===== config.mk =====
export PLATFORM = sky130hd
export DESIGN_NAME = xif_mem_responder
export DESIGN_NICKNAME = d
export VERILOG_FILES = /design/src/rtl/xif_mem_responder.sv
export SDC_FILE = /design/constraint.sdc
export NUM_CORES = 1
export LEC_CHECK = 0
export CORE_MARGIN = 3
export CORE_UTILIZATION = 44
export DETAILED_ROUTE_END_ITERATION = 16
export GPL_TIMING_DRIVEN = 0
export PLACE_DENSITY = 0.82
export SLEW_MARGIN = 20
export SYNTH_ARGS = -nofsm -noshare
export SYNTH_HDL_FRONTEND = slang
export SYNTH_SLANG_ARGS = --single-unit

===== constraint.sdc =====
create_clock -name clk_i -period 1.86 [get_ports clk_i]
set_input_delay 0.186 -clock clk_i [delete_from_list [all_inputs] [get_ports clk_i]]
set_output_delay 0.186 -clock clk_i [all_outputs]
set_load 0.005 [all_outputs]

===== src/rtl/xif_mem_responder.sv =====
// -----------------------------------------------------------------------------
// xif_mem_responder
//
// Core-side responder for the CV-X-IF memory interface of the FPU subsystem.
// It accepts one FP load/store request at a time from the coprocessor and
// answers with the synchronous memory response. Speculative requests are held
// until a matching commit arrives. Each accepted request then makes one OBI
// data-bus access, and the coprocessor gets a one-cycle result pulse.
//
// Optional feature (define the macro to enable it):
//   XIF_MEM_ALIGN_CHECK_EN - reject misaligned halfword/word accesses with a
//                            misaligned exception (exccode 4 load / 6 store)
//                            instead of sending them to the bus.
//
// Ports:
//   clk_i, rst_ni                  clock, asynchronous active-low reset
//   x_mem_valid_i / x_mem_ready_o  request handshake (ready only in IDLE)
//   x_mem_req_i                    id, addr, mode, size, we, wdata, last, spec
//   x_mem_resp_o                   exc, exccode, dbg (combinational from req)
//   x_commit_valid_i, x_commit_i   commit / kill of a speculative request
//   x_mem_result_valid_o           one-cycle result pulse
//   x_mem_result_o                 id, rdata, err, dbg
//   data_req_o / data_gnt_i        OBI address phase
//   data_addr_o, data_we_o,
//   data_be_o, data_wdata_o        OBI address-phase payload (word aligned)
//   data_rvalid_i, data_rdata_i,
//   data_err_i                     OBI response phase
//
// Size encoding of x_mem_req_i.size: 0 byte, 1 halfword, 2 word, 3 doubleword.
// -----------------------------------------------------------------------------
`timescale 1ns/1ps

package xif_mem_responder_pkg;

  localparam int unsigned XIF_ID_WIDTH  = 4;
  localparam int unsigned XIF_MEM_WIDTH = 32;

  localparam logic [1:0] SIZE_BYTE   = 2'd0;
  localparam logic [1:0] SIZE_HALF   = 2'd1;
  localparam logic [1:0] SIZE_WORD   = 2'd2;
  localparam logic [1:0] SIZE_DOUBLE = 2'd3;

  localparam logic [5:0] EXC_LOAD_MISALIGNED  = 6'd4;
  localparam logic [5:0] EXC_LOAD_FAULT       = 6'd5;
  localparam logic [5:0] EXC_STORE_MISALIGNED = 6'd6;
  localparam logic [5:0] EXC_STORE_FAULT      = 6'd7;

  typedef struct packed {
    logic [XIF_ID_WIDTH-1:0]  id;
    logic [31:0]              addr;
    logic [1:0]               mode;
    logic                     we;
    logic [1:0]               size;
    logic [XIF_MEM_WIDTH-1:0] wdata;
    logic                     last;
    logic                     spec;
  } x_mem_req_t;

  typedef struct packed {
    logic       exc;
    logic [5:0] exccode;
    logic       dbg;
  } x_mem_resp_t;

  typedef struct packed {
    logic [XIF_ID_WIDTH-1:0] id;
    logic                    commit_kill;
  } x_commit_t;

  typedef struct packed {
    logic [XIF_ID_WIDTH-1:0]  id;
    logic [XIF_MEM_WIDTH-1:0] rdata;
    logic                     err;
    logic                     dbg;
  } x_mem_result_t;

endpackage

// State table
//   state        | meaning
//   IDLE         | ready for a request; x_mem_ready_o = 1
//   WAIT_COMMIT  | speculative request latched, waiting for commit/kill of its id
//   BUS_REQ      | OBI address phase; data_req_o = 1 until grant
//   BUS_RESP     | granted, waiting for data_rvalid_i
//   RESULT       | one-cycle result pulse to the coprocessor
module xif_mem_responder
  import xif_mem_responder_pkg::*;
#(
  parameter int unsigned X_ID_WIDTH  = XIF_ID_WIDTH,
  parameter int unsigned X_MEM_WIDTH = XIF_MEM_WIDTH
) (
  input  logic          clk_i,
  input  logic          rst_ni,

  input  logic          x_mem_valid_i,
  output logic          x_mem_ready_o,
  input  x_mem_req_t    x_mem_req_i,
  output x_mem_resp_t   x_mem_resp_o,

  input  logic          x_commit_valid_i,
  input  x_commit_t     x_commit_i,

  output logic          x_mem_result_valid_o,
  output x_mem_result_t x_mem_result_o,

  output logic          data_req_o,
  input  logic          data_gnt_i,
  output logic [31:0]   data_addr_o,
  output logic          data_we_o,
  output logic [3:0]    data_be_o,
  output logic [31:0]   data_wdata_o,
  input  logic          data_rvalid_i,
  input  logic [31:0]   data_rdata_i,
  input  logic          data_err_i
);

  typedef enum logic [2:0] {
    IDLE,
    WAIT_COMMIT,
    BUS_REQ,
    BUS_RESP,
    RESULT
  } state_e;

  state_e state_q, state_d;

  // Latched request
  logic [X_ID_WIDTH-1:0]  id_q;
  logic [31:0]            addr_q;
  logic [1:0]             size_q;
  logic                   we_q;
  logic [X_MEM_WIDTH-1:0] wdata_q;

  // Captured response
  logic [X_MEM_WIDTH-1:0] rdata_q;
  logic                   err_q;

  logic       latch_en;
  logic       capture_en;
  logic       resp_exc;
  logic [5:0] resp_code;
  logic       commit_now_hit;
  logic       commit_wait_hit;
  logic [3:0] be_full;

  // mode and last carry no information for this responder
  logic unused_req;
  assign unused_req = ^{x_mem_req_i.mode, x_mem_req_i.last};

  // ---------------------------------------------------------------------------
  // Synchronous response, decoded straight from the incoming request
  // ---------------------------------------------------------------------------
  always_comb begin
    resp_exc  = 1'b0;
    resp_code = 6'd0;
    if (x_mem_req_i.size == SIZE_DOUBLE) begin
      resp_exc  = 1'b1;
      resp_code = x_mem_req_i.we ? EXC_STORE_FAULT : EXC_LOAD_FAULT;
    end
`ifdef XIF_MEM_ALIGN_CHECK_EN
    else if (((x_mem_req_i.size == SIZE_HALF) && x_mem_req_i.addr[0]) ||
             ((x_mem_req_i.size == SIZE_WORD) && (x_mem_req_i.addr[1:0] != 2'b00))) begin
      resp_exc  = 1'b1;
      resp_code = x_mem_req_i.we ? EXC_STORE_MISALIGNED : EXC_LOAD_MISALIGNED;
    end
`endif
  end

  always_comb begin
    x_mem_resp_o         = '0;
    x_mem_resp_o.exc     = resp_exc;
    x_mem_resp_o.exccode = resp_code;
    x_mem_resp_o.dbg     = 1'b0;
  end

  // A commit arriving together with a speculative handshake is compared
  // against the incoming id; later commits against the latched one.
  assign commit_now_hit  = x_commit_valid_i && (x_commit_i.id == x_mem_req_i.id);
  assign commit_wait_hit = x_commit_valid_i && (x_commit_i.id == id_q);

  // ---------------------------------------------------------------------------
  // FSM
  // ---------------------------------------------------------------------------
  always_ff @(posedge clk_i or negedge rst_ni) begin
    if (!rst_ni) begin
      state_q <= IDLE;
    end else begin
      state_q <= state_d;
    end
  end

  always_comb begin
    state_d              = state_q;
    x_mem_ready_o        = 1'b0;
    data_req_o           = 1'b0;
    x_mem_result_valid_o = 1'b0;
    latch_en             = 1'b0;
    capture_en           = 1'b0;

    case (state_q)
      IDLE: begin
        x_mem_ready_o = 1'b1;
        // Excepting requests are answered by the response alone.
        if (x_mem_valid_i && !resp_exc) begin
          latch_en = 1'b1;
          if (!x_mem_req_i.spec) begin
            state_d = BUS_REQ;
          end else if (commit_now_hit) begin
            state_d = x_commit_i.commit_kill ? IDLE : BUS_REQ;
          end else begin
            state_d = WAIT_COMMIT;
          end
        end
      end

      WAIT_COMMIT: begin
        if (commit_wait_hit) begin
          state_d = x_commit_i.commit_kill ? IDLE : BUS_REQ;
        end
      end

      BUS_REQ: begin
        data_req_o = 1'b1;
        if (data_gnt_i) begin
          state_d = BUS_RESP;
        end
      end

      BUS_RESP: begin
        if (data_rvalid_i) begin
          capture_en = 1'b1;
          state_d    = RESULT;
        end
      end

      RESULT: begin
        x_mem_result_valid_o = 1'b1;
        state_d              = IDLE;
      end

      default: begin
        state_d = IDLE;
      end
    endcase
  end

  // ---------------------------------------------------------------------------
  // Request latch and response capture
  // ---------------------------------------------------------------------------
  always_ff @(posedge clk_i or negedge rst_ni) begin
    if (!rst_ni) begin
      id_q    <= '0;
      addr_q  <= '0;
      size_q  <= '0;
      we_q    <= 1'b0;
      wdata_q <= '0;
    end else if (latch_en) begin
      id_q    <= x_mem_req_i.id;
      addr_q  <= x_mem_req_i.addr;
      size_q  <= x_mem_req_i.size;
      we_q    <= x_mem_req_i.we;
      wdata_q <= x_mem_req_i.wdata;
    end
  end

  // Read data is lane-aligned to bit 0 without extension; errors and stores
  // return zero data.
  always_ff @(posedge clk_i or negedge rst_ni) begin
    if (!rst_ni) begin
      rdata_q <= '0;
      err_q   <= 1'b0;
    end else if (capture_en) begin
      err_q <= data_err_i;
      if (data_err_i || we_q) begin
        rdata_q <= '0;
      end else begin
        rdata_q <= data_rdata_i >> {addr_q[1:0], 3'b000};
      end
    end
  end

  // ---------------------------------------------------------------------------
  // Bus address phase; payload is only driven while the request is up so the
  // idle bus reads as all zeros. Shifted lanes beyond bit 31 fall off.
  // ---------------------------------------------------------------------------
  always_comb begin
    case (size_q)
      SIZE_BYTE: be_full = 4'b0001 << addr_q[1:0];
      SIZE_HALF: be_full = 4'b0011 << addr_q[1:0];
      default:   be_full = 4'b1111;
    endcase
  end

  always_comb begin
    data_addr_o  = '0;
    data_we_o    = 1'b0;
    data_be_o    = '0;
    data_wdata_o = '0;
    if (data_req_o) begin
      data_addr_o  = {addr_q[31:2], 2'b00};
      data_we_o    = we_q;
      data_be_o    = be_full;
      data_wdata_o = wdata_q << {addr_q[1:0], 3'b000};
    end
  end

  // ---------------------------------------------------------------------------
  // Result
  // ---------------------------------------------------------------------------
  always_comb begin
    x_mem_result_o = '0;
    if (x_mem_result_valid_o) begin
      x_mem_result_o.id    = id_q;
      x_mem_result_o.rdata = rdata_q;
      x_mem_result_o.err   = err_q;
      x_mem_result_o.dbg   = 1'b0;
    end
  end

endmodule


== Yosys cells after proc, flatten, opt, wreduce, memory -nomap -nowiden ==
Index checks and enable logic that the tools add are counted.

* Register bits: 107
* Input bits: 119
* Output and inout port bits: 118
* Word-level logic and storage cells: 57

* Shift-type cells: 4
* Reduce and logical (&&, ||, !) cells: 8
* Mux-type cells: 25
* Equality and inequality tests: 12

{| class="wikitable"
|+ Operator list
! cell !! number
|-
| $mux 32 || 3
|-
| $mux 38 || 1
|-
| $shl 32x5->32 || 1
|-
| $shr 32x5->32 || 1
|-
| $mux 3 || 5
|-
| $pmux 3 s4 || 1
|-
| $mux 1 || 9
|-
| $eq 4x4->1 || 2
|-
| $mux 2 || 4
|-
| $ne 2x2->1 const B || 4
|-
| $pmux 4 s2 || 1
|-
| $eq 3x2->1 const B || 2
|-
| $mux 4 || 1
|-
| $reduce_and 4->1 || 1
|-
| $shl 1x2->4 const A || 1
|-
| $shl 2x2->4 const A || 1
|-
| $eq 3x1->1 const B || 1
|-
| $eq 3x3->1 const B || 1
|-
| $logic_and 1x1->1 || 3
|-
| $logic_not 3->1 || 1
|-
| $eq 2x1->1 const B || 1
|-
| $eq 2x2->1 const B || 1
|-
| $logic_not 2->1 || 1
|-
| $logic_not 1->1 || 1
|-
| $logic_or 1x1->1 || 1
|}

== Longest topological paths before layout ==
Gate-level depths: netlist of the first run.

* Word-level depth: 6
* Mapped depth: 8

== Least setup slack after synthesis of the first run ==
No wires, ideal clock.

* Path type: reg-to-output
* Start: register state_q[2]
* End: output data_wdata_o[0]
* Data arrival time: 1.415 ns
* Stages on the path, launching flop included: 9
* Setup slack: 0.259 ns
* Data required time: 1.674 ns
* Cell sequence: dfrtp_1 > buf_2 > nor2_1 > nand2_1 > inv_2 > nand2b_1 > buf_2 > nor2_4 > and2_1

* Longest elaborated chain between the ends: 3

{| class="wikitable"
|+ RTL lines
! item !! RTL line !! source
|-
| start, declared || 125 || <nowiki>state_e state_q, state_d;</nowiki>
|-
| start signal, assigned || 188 || <nowiki>state_q <= state_d;</nowiki>
|-
| $eq 3x2->1 || 200 || <nowiki>case (state_q)</nowiki>
|-
| $mux 1 || 200 ||
|-
| net data_req_o || 106 || <nowiki>output logic data_req_o,</nowiki>
|-
| $mux 32 || 299 || <nowiki>if (data_req_o) begin</nowiki>
|-
| end, declared || 111 || <nowiki>output logic [31:0] data_wdata_o,</nowiki>
|}

The timed path passes the listed nets, and every way through them passes these cells.

== Worst setup path after layout of the first run ==
* Start: register state_q[2]
* End: output data_wdata_o[4]

* Longest elaborated chain between the ends: 3

{| class="wikitable"
|+ RTL lines
! item !! RTL line
|-
| $eq 3x2->1 || 200
|-
| $mux 1 || 200
|-
| $mux 32 || 299
|}

No other way between the ends.

==> flow_metrics.env, run 1 <==
export IMPL_status="complete, but fails checks"
export IMPL_violations="setup timing"
export IMPL_start_util_pct=45.5
export IMPL_fin_cells=1019
export IMPL_synth_edff_count=0
export IMPL_tightest_slew_ns=0.740
export IMPL_syn_inst=536
export IMPL_numPortBuffers=226
export IMPL_final_common_cell="clkdlybuf4s50_1"
export IMPL_pin_count=237
export IMPL_grt_pass1_vias=6015
export IMPL_place_congestion=0.912
export IMPL_area_growth_syn_to_layout_pct=67.8
export IMPL_setup_ws_ns=-0.233
export IMPL_hold_class="input port to asynchronous set/reset pin"
export IMPL_cts_made_buffers=9
export IMPL_cts_tree="done"
export IMPL_clock_path_buffers=2
export IMPL_vdd_drop_max_v=0.000864
export IMPL_dp_cells=941
export IMPL_relSlewSlack_pct=50.7
export IMPL_fillCellCount=851
export IMPL_diodes=0
export IMPL_ys_ff_latch=107
export IMPL_final_cell_mix="clkdlybuf4s50_1 (118), dfrtp_1 (106), mux2_2 (70)"
export IMPL_layout_min_cycle_time_ns=2.09
export IMPL_cp_arrival_ns=1.91
export IMPL_track_usage_pct=28.6
export IMPL_rsz0062_at_grt="yes"
export IMPL_grt_overflow_total=0
export IMPL_die_h_um=121
export IMPL_worstPathMaxFanout=4
export IMPL_endpoint_kind="primary output"
export IMPL_final_max_slew_viol_count=0
export IMPL_synthMuxAreaShare_pct=19.4
export IMPL_drive_gt1_share_pct=43.6
export IMPL_coreArea_um2=12700
export IMPL_power_density_nw_per_um2=1530
export IMPL_dp_hpwl_um=14500
export IMPL_grt_pass1_wl_um=32500
export IMPL_drtPass1Iterations=5
export IMPL_ys_types=40
export IMPL_antenna_found_initial=0
export IMPL_critPathRequiredTime_ns=1.67
export IMPL_finalCritPeriodShare_pct=113
export IMPL_htreeDepth=3
export IMPL_syn_area_um2=5780
export IMPL_async_flop_share_pct=100
export IMPL_die_w_um=121
export IMPL_synth_warning_count=0
export IMPL_root_buffer="clkbuf_16"
export IMPL_synth_top_family_by_area="multiplexers"
export IMPL_drt_total_wl_um=22200
export IMPL_clk_latency_ns=0.34
export IMPL_nets=961
export IMPL_initialDrtViolationCount=629
export IMPL_critPathKind="flip-flop to primary output"
export IMPL_synth_fa_ha_area_share_pct=0
export IMPL_skew_ns=0.00558
export IMPL_avgSynthCellArea_um2=10.8
export IMPL_antenna_left=0
export IMPL_fmaxAchievable_ghz=0.478
export IMPL_finalSetupTns_ns=-8.75
export IMPL_setup_viol=74
export IMPL_synth_xor_area_share_pct=1.21
export IMPL_power_leakage_nw=4.61
export IMPL_critPathLaunchType="flip-flop"
export IMPL_viasPerCell=5.74
export IMPL_path_clk_slew_ns=0.07
export IMPL_clock_sinks=107
export IMPL_die_area_um2=14600
export IMPL_post_drt_wl_per_cell_um=21.8
export IMPL_synthSimpleGateAreaFrac_pct=16.7
export IMPL_cap_viol_max_count=0
export IMPL_drc=0
export IMPL_yosysSeqAreaShare_pct=46.3
export IMPL_fp_row_count=41
export IMPL_num_vias=5853
export IMPL_r2r_cells=7
export IMPL_hold_violations=0
export IMPL_ys_flop_type="dfrtp_1"
export IMPL_synth_compound_area_share_pct=11.0
export IMPL_grt_max_degree=56
-- per-layer routing --
layer / vias up / GRT usage, % / wire [um] / share of wire (%)
met5: - / 0 / 0 / 0
met4: 0 / 10.6 / 718 / 3.2
met3: 64 / 6.97 / 1630 / 7.3
met2: 329 / 49.5 / 11100 / 50
met1: 2937 / 34.4 / 8700 / 39
li1: 2523 / - / - / -
-- cells in the mapped netlist (all sizes together), types with 9 or more instances --
| library cell | number | share of area, % |
|---|---|---|
| a211oi | 18 | 2.3 |
| a21oi | 13 | 1.1 |
| a22o | 17 | 2.6 |
| and2 | 9 | 0.97 |
| and3 | 69 | 7.5 |
| buf | 32 | 3.4 |
| clkbuf | 25 | 1.6 |
| dfrtp | 107 | 46 |
| mux2 | 71 | 14 |
| mux2i | 32 | 5.5 |
| nand2 | 32 | 2.1 |
| nor2 | 28 | 2.2 |
| nor2b | 18 | 1.9 |
| o21ai | 19 | 1.6 |
-- report_power, final --
| part | internal [mW] | switching [mW] | leakage [nW] | total [mW] |
|---|---|---|---|---|
| registers | 3.42 | 0.873 | 1.33 | 4.30 |
| clock network | 1.08 | 0.856 | 0.139 | 1.94 |
| logic | 4.70 | 3.95 | 3.15 | 8.65 |
| total | 9.21 | 5.68 | 4.61 | 14.9 |
-- flip-flops by register name (all words and copies together), names as in the netlist --
signal,cells
we_q,1
addr_q,32
size_q,2
wdata_q,32
rdata_q,32
id_q,4
state_q,3
err_q,1
-- kinds of logic (layout without fill, tap and decap cells) --
kind of cell    after synthesis  in the layout
simple gates                167            168
flops                       107            107
mux                         103            103
compound gates               88             88
buf+inv                      62            366
xor+xnor                      8              8
other cells                   1              7
-- per-stage QoR --
stage	setup WS, ns	power, mW	hold slack [ns]	cell area, um^2	util [%]
3_3_place_gp	-3.40	9.78	0.455	8280	65.1
3_5_place_dp	-0.707	10.1	0.179	8310	65.3
5_1_grt	-0.334	15.6	0.418	9710	76.3
4_1_cts	-0.239	13.7	0.388	9300	73.1
6_report	-0.233	14.9	0.376	9710	76.3
2_1_floorplan	0.259	7.55	-0.110	5810	-
-- area by class of cell --
type	instances	area (um^2)	area share [%]
multi-input cells	374	3270	33.7
repair buffers	291	2740	28.3
flip-flops and latches	107	2680	27.6
plain buffers	54	480	4.95
clock buffers	12	246	2.54
well taps	172	215	2.22
clock inverters	4	50.0	0.516
inverters	5	18.8	0.193
-- repair_timing --
action	in CTS	in global routing
endpoints found under the hold margin	52	0
resized for setup	502	84
hold buffers	1	0
cloned	2	3
setup buffers	45	17
pin swaps	33	28
setup endpoints to repair	106	122
-- path summary, 6_finish.rpt --
check / start / to / slack (ns)
worst max-delay path: state_q[2] / data_wdata_o[4] / -0.23
worst min-delay path: rst_ni / id_q[0] / 0.38
worst max register to register: addr_q[1] / rdata_q[3] / 0.01
worst min register to register: rdata_q[22] / rdata_q[22] / 0.48
max in group asynchronous: rst_ni / wdata_q[2] / 0.83
min in group clk_i: x_mem_req_i[63] / addr_q[24] / 0.45
-- critical path, cell delays in order, from the launching register on --
cell and delay, ns:
dfrtp_1 0.37, buf_6 0.13, nor2_4 0.11, nand2_2 0.06, inv_2 0.06, nand2b_1 0.06
buf_6 0.13, nor2_4 0.21, buf_6 0.14, buf_6 0.08, and2_4 0.12, buf_6 0.08
(Power assumes the default switching activity.)
==> run 2, diff against run 1 <==
- CORE_UTILIZATION: 44 -> 47
- CTS_BUF_LIST: unset -> sky130_fd_sc_hd__clkbuf_4 sky130_fd_sc_hd__clkbuf_8 sky130_fd_sc_hd__clkbuf_16
- PLACE_DENSITY: 0.82 -> 0.87
- TNS_END_PERCENT: unset -> 1
- clock period: 1.86 -> 2.7 ns (I/O delays scaled with it)
==> run 2 against run 1 <==
  * The flow still finishes with violations (setup timing)
  * Count of clock-buffer cells in the layout is the same
  * Design area shrank 11%
  * Flip-flop and latch count is the same
  * Critical path depth shrank 6
  * Routed wire length shrank 13%
  * Register-to-register slack gained 0.83 ns
  * Sequential share of layout area grew 3.3 points
  * Clock skew is essentially flat
  * Clock power shrank 29%
  * First-iteration DRC count shrank 27%
  * Via count shrank 6.7%
  * Combinational power shrank 51%
  * Critical path type unchanged
==> flow_metrics.env, run 2 (same netlist as run 1, synthesis figures left out) <==
export IMPL_power_total_mw=8.47
export IMPL_die_area_um2=13700
export IMPL_numPortBuffers=226
export IMPL_area_growth_syn_to_layout_pct=49.6
export IMPL_htreeDepth=3
export IMPL_internal_power_mw=5.32
export IMPL_root_buffer="clkbuf_16"
export IMPL_cts_tree="done"
export IMPL_worstPathMaxFanout=10
export IMPL_final_common_cell="clkdlybuf4s50_1"
export IMPL_hold_violations=0
export IMPL_crit_chain="buf_2 > buf_2 > clkbuf_1 > o22ai_1 > clkdlybuf4s50_1"
export IMPL_final_cell_mix="clkdlybuf4s50_1 (225), dfrtp_1 (107), mux2_2 (70)"
export IMPL_clk_latency_ns=0.35
export IMPL_cts_made_buffers=9
export IMPL_critPathKind="flip-flop to primary output"
export IMPL_viasPerCell=5.88
export IMPL_seq_power_share_pct=33.5
export IMPL_die_h_um=117
export IMPL_place_congestion=0.908
export IMPL_skew_ns=0.00528
export IMPL_antenna_left=0
export IMPL_drc=0
export IMPL_grt_overflow_total=0
export IMPL_whs_ns=0.437
export IMPL_drive_gt1_share_pct=17.6
export IMPL_fmaxAchievable_ghz=0.370
export IMPL_grt_pass1_vias=5594
export IMPL_cpMostUsedCell="buf_2"
export IMPL_grt_pass1_wl_um=29500
export IMPL_top_regs="addr_q: 32 flops, rdata_q: 32 flops, wdata_q: 32 flops"
export IMPL_path_clk_slew_ns=0.07
export IMPL_die_w_um=117
export IMPL_vdd_drop_max_v=0.000543
export IMPL_p_clk_share_pct=16.2
export IMPL_setup_ws_ns=-0.00429
export IMPL_r2r_slack_ns=0.84
export IMPL_power_leakage_nw=3.92
export IMPL_post_drt_wl_per_cell_um=20.8
export IMPL_tightest_slew_ns=0.703
export IMPL_cap_viol_max_count=0
export IMPL_reg2reg_to="rdata_q[24]"
export IMPL_p_sw_mw=3.15
export IMPL_utilization_pct=73.9
export IMPL_setup_viol=1
export IMPL_layout_min_cycle_time_ns=2.70
export IMPL_grt_max_degree=60
export IMPL_hold_class="input port to asynchronous set/reset pin"
export IMPL_nets=900
export IMPL_power_density_nw_per_um2=979
export IMPL_drtPass1Iterations=5
export IMPL_r2r_cells=6
export IMPL_fp_row_count=39
export IMPL_rsz0062_at_grt="yes"
export IMPL_clock_path_buffers=2
export IMPL_final_max_slew_viol_count=0
export IMPL_pin_count=237
export IMPL_pre_cts_ws_ns=0.0109
export IMPL_placed_area_um2=8280
export IMPL_final_area_um2=8650
export IMPL_track_usage_pct=28.2
export IMPL_critPathLaunchType="flip-flop"
export IMPL_num_vias=5461
export IMPL_cp_arrival_ns=2.43
export IMPL_slowest_delay_ns=0.50
export IMPL_power_switching_share_pct=37.2
export IMPL_drt_total_wl_um=19300
export IMPL_diodes=0
export IMPL_antenna_found_initial=0
export IMPL_combPwrFrac_pct=50.4
export IMPL_finalCritPeriodShare_pct=100
export IMPL_endpoint_kind="primary output"
export IMPL_start_util_pct=49.4
export IMPL_clock_sinks=107
export IMPL_critPathRequiredTime_ns=2.43
export IMPL_relSlewSlack_pct=53.1
export IMPL_initialDrtViolationCount=459
export IMPL_regToRegStartpoint="state_q[2]"
export IMPL_coreArea_um2=11700
export IMPL_cpMaxStageDelayCell="clkbuf_1"
export IMPL_violations="setup timing"
export IMPL_status="complete, but fails checks"
export IMPL_dp_hpwl_um=14400
## run 2: how the worst max path moves through the flow
stage               startpoint            endpoint  slack (ns)  cells after the start
floorplan           state_q[2]     data_wdata_o[0]        1.02                      8
global placement        rst_ni          wdata_q[2]       -2.60                      1
detailed placement  state_q[2]     data_wdata_o[0]        0.01                      9
CTS                 state_q[0]     data_wdata_o[0]      -0.009                      9
global route        state_q[1]  x_mem_result_o[21]       -0.10                      6
finish               addr_q[0]        data_be_o[0]      -0.004                      5
## run 2: metrics by stage
| stage | instances | TNS [ns] |
|---|---|---|
| after floorplan | 542 | 0 |
| after global placement | 911 | -277.14 |
| after detailed placement | 912 | 0 |
| after CTS | 929 | -0.0177 |
| after global routing | 929 | -1.64 |
| final | 929 | -0.00429 |
## run 2: layout make-up
type / count / area, um^2
clock buffer: 12 / 260
fill: 838 / 3060
tap: 143 / 179
inverter: 5 / 18.8
clock inverter: 4 / 48.8
multi-input combinational: 373 / 2840
sequential: 107 / 2680
timing repair buffer: 229 / 2310
buffer: 56 / 317
## run 2: repair_timing
item                                    CTS  global route
gates resized for setup                  13             7
pin swaps                                 2             1
hold buffers                              1             0
hold endpoints to repair                 48             0
endpoints found under the setup margin   56            42
buffers inserted                          1             0
## run 2: worst max-delay path: cells and delay by family (launching register included)
kind	cells	cell delay (ns)
AO/OA/AOI/OAI	1	0.23
buffers and inverters	4	1.54
flip-flops	1	0.32
## run 2: power groups by stage
stage,clock [mW],sequential [mW],combinational [mW]
5_1_grt,1.46,2.92,4.59
4_1_cts,1.38,2.82,4.19
3_5_place_dp,0,2.84,4.09
6_report,1.37,2.84,4.27
2_1_floorplan,0,2.67,2.53
3_3_place_gp,0,2.79,3.93
## run 2: metal layers
layer	vias up	wire length [um]	global-route usage, %	share of wire (%)
met5	-	0	0	0
met4	0	640	11.4	3.3
met3	57	1480	4.78	7.6
met2	332	9720	48.4	50
met1	2671	7500	35.4	39
li1	2401	-	-	-
